<file path="src/rtl/osmlgd_frame_loader.sv">
// Beat-to-frame assembler feeding the OSMLGD decoder through a fill + hold buffer pair.
// Optional s_last framing check: define OSMLGD_LOADER_LASTCHK_EN.
module osmlgd_frame_loader #(
  parameter int FRAME_W = 256,
  parameter int BEAT_W  = 32
) (
  input  logic               clk,
  input  logic               rst,
  input  logic [BEAT_W-1:0]  s_data,
  input  logic               s_valid,
  input  logic               s_last,
  output logic               s_ready,
  input  logic               free,
  output logic               work,
  output logic [FRAME_W-1:0] tx,
  output logic               frame_err,
  output logic [15:0]        frame_cnt
);
  localparam int BEATS = FRAME_W / BEAT_W;
  localparam int IDX_W = (BEATS > 1) ? $clog2(BEATS) : 1;

  typedef enum logic [1:0] {IDLE, ISSUE, GUARD} state_t;

  state_t             state_q, state_d;
  logic [FRAME_W-1:0] fill_q, fill_d, hold_q, hold_d, tx_q, tx_d;
  logic [IDX_W-1:0]   idx_q, idx_d;
  logic               fill_full_q, fill_full_d, hold_v_q, hold_v_d;
  logic               work_q, work_d, frame_err_q, frame_err_d;
  logic [15:0]        frame_cnt_q, frame_cnt_d;

  logic               accept, is_last, issue, hold_free, bad;
  logic [FRAME_W-1:0] fill_w;

`ifdef OSMLGD_LOADER_LASTCHK_EN
  assign bad = accept && (s_last != is_last);
`else
  logic unused_last;
  assign unused_last = s_last;
  assign bad = 1'b0;
`endif

  assign accept    = s_valid && !fill_full_q;
  assign is_last   = (idx_q == IDX_W'(BEATS-1));
  assign issue     = (state_q == IDLE) && hold_v_q && free;
  // hold can take a new frame if empty or being issued on this same edge
  assign hold_free = !hold_v_q || issue;

  always_comb begin
    fill_w = fill_q;
    fill_w[int'(idx_q)*BEAT_W +: BEAT_W] = s_data;
  end

  always_comb begin
    state_d     = state_q;
    fill_d      = fill_q;
    hold_d      = hold_q;
    tx_d        = tx_q;
    idx_d       = idx_q;
    fill_full_d = fill_full_q;
    hold_v_d    = hold_v_q;
    work_d      = 1'b0;
    frame_err_d = 1'b0;
    frame_cnt_d = frame_cnt_q;

    case (state_q)
      IDLE: if (issue) begin
        work_d      = 1'b1;
        tx_d        = hold_q;
        hold_v_d    = 1'b0;
        frame_cnt_d = frame_cnt_q + 16'd1;
        state_d     = ISSUE;
      end
      ISSUE:   state_d = GUARD;
      GUARD:   state_d = IDLE;
      default: state_d = IDLE;
    endcase

    if (fill_full_q && hold_free) begin
      hold_d      = fill_q;
      hold_v_d    = 1'b1;
      fill_full_d = 1'b0;
    end

    // accept is never high while fill_full_q, so the two loads into hold are exclusive
    if (accept) begin
      if (bad) begin
        idx_d       = '0;
        frame_err_d = 1'b1;
      end else if (is_last) begin
        idx_d = '0;
        if (hold_free) begin
          hold_d   = fill_w;
          hold_v_d = 1'b1;
        end else begin
          fill_d      = fill_w;
          fill_full_d = 1'b1;
        end
      end else begin
        fill_d = fill_w;
        idx_d  = idx_q + 1'b1;
      end
    end
  end

  always_ff @(posedge clk or posedge rst) begin
    if (rst) begin
      state_q     <= IDLE;
      fill_q      <= '0;
      hold_q      <= '0;
      tx_q        <= '0;
      idx_q       <= '0;
      fill_full_q <= 1'b0;
      hold_v_q    <= 1'b0;
      work_q      <= 1'b0;
      frame_err_q <= 1'b0;
      frame_cnt_q <= '0;
    end else begin
      state_q     <= state_d;
      fill_q      <= fill_d;
      hold_q      <= hold_d;
      tx_q        <= tx_d;
      idx_q       <= idx_d;
      fill_full_q <= fill_full_d;
      hold_v_q    <= hold_v_d;
      work_q      <= work_d;
      frame_err_q <= frame_err_d;
      frame_cnt_q <= frame_cnt_d;
    end
  end

  assign s_ready   = !fill_full_q;
  assign work      = work_q;
  assign tx        = tx_q;
  assign frame_err = frame_err_q;
  assign frame_cnt = frame_cnt_q;
endmodule
</file>
<file path="config.mk">
export PLATFORM = sky130hd
export DESIGN_NAME = osmlgd_frame_loader
export DESIGN_NICKNAME = d
export VERILOG_FILES = /design/src/rtl/osmlgd_frame_loader.sv
export SDC_FILE = /design/constraint.sdc
export NUM_CORES = 2
export LEC_CHECK = 0
export BUFFER_PORTS_ARGS = -buffer_cell sky130_fd_sc_hd__buf_2
export CELL_PAD_IN_SITES_DETAIL_PLACEMENT = 0
export CELL_PAD_IN_SITES_GLOBAL_PLACEMENT = 1
export CORE_ASPECT_RATIO = 0.9
export CORE_MARGIN = 3
export CORE_UTILIZATION = 40
export DETAILED_ROUTE_END_ITERATION = 16
export PLACE_DENSITY_LB_ADDON = 0.2
export SYNTH_ARGS = -nofsm -noshare
export SYNTH_HDL_FRONTEND = slang
export SYNTH_SLANG_ARGS = --single-unit
</file>
<file path="constraint.sdc">
create_clock -name clk -period 24.7 [get_ports clk]
set_input_delay 1.235 -clock clk [delete_from_list [all_inputs] [get_ports clk]]
set_output_delay 1.235 -clock clk [all_outputs]
set_load 0.05 [all_outputs]
</file>
# Word level (Yosys, flattened, before mapping)
# Index checks and enable logic that the tools add are counted.
word_totals:
  romBits: 0
  latchBits: 0
  mem_count: 0
  wordCells: 50
  register_bits: 792
  out_inout_bits: 275
  mem_bits_rw: 0
op_classes:
  order_cmp: 0
  mul: 0
  n_addsub: 3
  div: 0
  bitwise_logic: 0
  reduce_logical: 10
  n_shift: 2
  n_eq_ne: 4
  muxes: 22
op_table:
  columns: ["cell", "count"]
  rows:
  - ["$mux 256", 6]
  - ["$bwmux 256", 1]
  - ["$shift 32x33->256 const A", 1]
  - ["$shiftx 32x33->256", 1]
  - ["$neg 8->33", 1]
  - ["$add 16x1->16 const B", 1]
  - ["$mux 1", 12]
  - ["$logic_and 1x1->1", 4]
  - ["$ne 2x2->1 const B", 2]
  - ["$pmux 2 s2", 1]
  - ["$reduce_and 2->1", 2]
  - ["$add 3x1->3 const B", 1]
  - ["$eq 3x3->1 const B", 1]
  - ["$mux 3", 1]
  - ["$eq 2x1->1 const B", 1]
  - ["$logic_not 1->1", 2]
  - ["$logic_not 2->1", 1]
  - ["$mux 2", 1]
  - ["$logic_or 1x1->1", 1]

# Logic depth before layout (Yosys ltp)
logic_depth:
  depth_word: 9
  ltp_mapped: 9
  mapped_depth_nobuf: 7

# Worst setup path before layout
# OpenSTA, ideal clock, no wires.
synth_timing:
  kind: "input port to flip-flop"
  start: "in free"
  end: "reg hold_q[10]"
  setup_ns: 0.129
  slack_ns: 21.883
  required_time_ns: 24.571
  t_arrival_ns: 2.688
  cell_stages: 6
  cell_sequence: "or3b_1 a211o_1 buf_2 clkbuf_1 o32ai_1 a21oi_1"
synth_between:
  elab_chain_len: 7
synth_rtl:
  columns: ["item", "line_no", "rtl"]
  rows:
  - ["start, declared", "13", "input logic free,"]
  - ["$logic_and 1x1->1 *", "44", "assign issue = (state_q == IDLE) && hold_v_q && free;"]
  - ["$logic_or 1x1->1 *", "46", "assign hold_free = !hold_v_q || issue;"]
  - ["$logic_and 1x1->1", "78", "if (fill_full_q && hold_free) begin"]
  - ["$mux 256", "78", null]
  - ["$mux 256", "91", "if (hold_free) begin"]
  - ["$mux 256", "89", "end else if (is_last) begin"]
  - ["$mux 256 *", "85", "if (accept) begin"]
  - ["named net hold_d[10]", "25", "logic [FRAME_W-1:0] fill_q, fill_d, hold_q, hold_d, tx_q, tx_d;"]
  - ["end signal, assigned", "120", "hold_q <= hold_d;"]
  - ["end, declared", "25", null]
# The timed path passes the listed nets; every way through them passes the cells marked *.
# A chain may end at the register's enable or synchronous reset.

# Worst setup path after layout
layout_timing:
  start: "in free"
  end: "reg hold_q[69]"
# The elaborated chain is that of the path after synthesis.

==> impl_metrics.json <==
{
  "path_class": "in2reg",
  "syn_area_um2": 31590,
  "track_usage": 0.2333,
  "syn_nets": 3063,
  "fillers": 7336,
  "yosys-top-cells-area": "dfrtp_1, nand2_1, mux2i_1",
  "min_period_over_period": 0.1632,
  "grt_pass1_vias": 24330,
  "drv_slew": 0,
  "crit_family": "buffers and inverters",
  "wl_met2_um": 45340,
  "dieHeight_um": 272.6,
  "p_leak_nw": 19.53,
  "slowest_delay_ns": 0.88,
  "initial_core_util": 0.4048,
  "grt_max_degree": 191,
  "die_area_um2": 82390,
  "yosysWarningCount": 0,
  "cts_tree": "yes",
  "wl_met3_um": 6099,
  "grt_pass1_wl_um": 147700,
  "syn_inst": 3017,
  "critPathLaunchType": "input port",
  "crit_path_frequent_cell": "buf_4",
  "area_growth_pct": 16.93,
  "synth_edf_count": 0,
  "hp-class": "reg2reg",
  "min_period_ns": 4.031,
  "hold_buffers": 0,
  "vias_per_cell": 5.242,
  "antenna_left": 0,
  "drv_cap": 0,
  "relSlewSlack": 0.1750,
  "setup_viol": 0,
  "clock_skew_ns": 0.02395,
  "dr.first_iter.drc_count": 1689,
  "htreeDepth": 3,
  "cts_buffers": 86,
  "synth_top_area_frac": 0.6274,
  "worst_pin_slew_ns": 1.237,
  "synth_common_cells": "nand2_1, dfrtp_1, inv_1",
  "post-synth-top-count-cell": "nand2_1",
  "ys_ff_latch": 792,
  "async_reset_ff_frac": 1.000,
  "wl_um": 94950,
  "regToRegSetupSlack_ns": 20.75,
  "ctsRootBufferMaster": "clkbuf_16",
  "io_pins": 312,
  "max_freq_mhz": 248.1,
  "yosys.area.top_type": "dfrtp_1",
  "synth_flop_cell": "dfrtp_1",
  "ys_types": 41,
  "wl_per_cell_um": 21.67,
  "crit_arrival_ns": 4.53,
  "post_cts_buffers": 0,
  "seq_area_frac_synth": 0.6274,
  "seqCellArea_um2": 19820,
  "place_congestion": 0.7935,
  "critPathRequiredTime_ns": 25.20,
  "io_buffers": 309,
  "layout-drive-gt1-share": 0.1584,
  "final_util": 0.4734,
  "worstSetupEndpointType": "register",
  "cts-resized-gates": 0,
  "peakVddDrop_mv": 0.07804,
  "cts_buffer_depth": 3,
  "crit_buf_inv": 3,
  "overflow": 0,
  "dp_hpwl_um": 57820,
  "cp_slowest_cell": "buf_4",
  "core-area_um2": 78040,
  "hold_viol": 0,
  "cts.sinks": 792,
  "drt_pre_antenna_iters": 6,
  "drc": 0,
  "layout.nets": 3318,
  "power.density_nw_per_um2": 151.4,
  "whs_ns": 0.4650,
  "cp_max_fo": 80,
  "grt_setup_unrepaired": "false",
  "antenna_found_initial": 10,
  "maxUsedRoutingLayer": "met5",
  "path_cells": "buf_2 -> or3b_1 -> a21oi_4 -> buf_4 -> buf_4 -> nor2_1 -> a221oi_1",
  "clk_latency_ns": 0.63,
  "multi_input_area_um2": 10070,
  "syn_area_per_cell_um2": 10.47,
  "fin_tns_setup_ns": 0,
  "met1Wirelength_um": 40350,
  "clkTransAtPathRegs_ns": 0.06,
  "fp-row-count": 97,
  "vias": 22960,
  "outcome": "completed",
  "die_x_um": 302.2
}
-- stage by stage --
| step | area [um^2] | cells | power (mW) | setup slack (ns) |
|---|---|---|---|---|
| 6_report | 36940 | 4381 | 5.593 | 20.67 |
| 5_1_grt | 36930 | 4378 | 5.944 | 20.41 |
| 4_1_cts | 36930 | 4378 | 5.650 | 20.69 |
| 3_5_place_dp | 34070 | 4223 | 4.323 | 20.07 |
| 3_3_place_gp | 34070 | 4223 | 4.249 | 20.11 |
| 2_1_floorplan | 31590 | 3017 | 3.724 | 1.226 |
-- where the power goes --
group / leakage, nW / switching, mW / internal, mW / total [mW]
Combinational: 8.26 / 1.52 / 0.585 / 2.11
Sequential: 9.85 / 0.299 / 1.88 / 2.18
Clock: 1.42 / 0.522 / 0.781 / 1.30
-- cell families (layout without fill, tap and decap cells) --
group / after synthesis / in the layout / synth area share
fa+ha+maj: 9 / 9 / 0.003565
compound gates: 304 / 304 / 0.08004
buf+inv: 446 / 768 / 0.05652
mux: 258 / 258 / 0.08309
simple gates: 1192 / 1192 / 0.1452
flops: 792 / 792 / 0.6274
xor+xnor: 15 / 15 / 0.004158
other cells: 1 / 4 / 0.0001187
-- layer usage --
layer,up-vias,track usage
li1,10430,-
met1,11800,0.3077
met2,572,0.3833
met3,155,0.05020
met4,2,0.07828
met5,-,0
-- state kept, by name, summed over array words and instances (netlist names) --
| register | count |
|---|---|
| idx_q | 3 |
| frame_cnt | 16 |
| fill_full_q | 1 |
| state_q | 2 |
| work | 1 |
| fill_q | 256 |
| hold_v_q | 1 |
| hold_q | 256 |
| tx | 256 |
-- tightest hold or removal path, delay by kind of cell, from the launching register on --
family           cells  cell delay [ns]
DFF                  1             0.34
and+or+nand+nor      2             0.10
-- final timing paths --
path	endpoint	startpoint	cells after the start
worst max-delay path	hold_q[69]	free	7
min in group asynchronous	tx[181]	rst	2
worst min register to register	tx[216]	hold_q[216]	2
worst min-delay path	tx[216]	hold_q[216]	2
worst max register to register	hold_q[69]	idx_q[0]	8
max in group asynchronous	fill_q[142]	rst	4
-- cell type report --
type,instances,share of cell area
sequential,792,0.5365
multi-input combinational,1779,0.2726
clock buffer,132,0.06981
timing repair buffer,349,0.05067
tap,1039,0.03519
inverter,264,0.02723
clock inverter,23,0.007790
antenna,3,0.0002032
-- layout by cell type, fill, tap and decap left out, types with 2 or more instances in the layout --
| master | n |
|---|---|
| o21ai_4 | 2 |
| a21oi_1 | 33 |
| buf_12 | 2 |
| dfrtp_1 | 792 |
| clkbuf_1 | 24 |
| nor2b_1 | 2 |
| inv_6 | 2 |
| clkinv_2 | 14 |
| xnor2_1 | 11 |
| inv_8 | 2 |
| clkbuf_16 | 89 |
| mux2_1 | 10 |
| nor3_1 | 3 |
| nand4_1 | 4 |
| mux2i_1 | 224 |
| nand3_1 | 6 |
| nor3b_1 | 3 |
| o32ai_1 | 32 |
| and3_1 | 7 |
| bufinv_16 | 6 |
| buf_2 | 309 |
| buf_4 | 38 |
| mux2_2 | 24 |
| and2_1 | 7 |
| nand2_2 | 7 |
| nand2_1 | 909 |
| diode_2 | 3 |
| a221oi_1 | 224 |
| nor2_1 | 234 |
| o21ai_2 | 6 |
| ha_1 | 9 |
| clkbuf_8 | 19 |
| xor2_1 | 4 |
| inv_1 | 262 |
No activity file was read; power rests on OpenSTA's default activity.
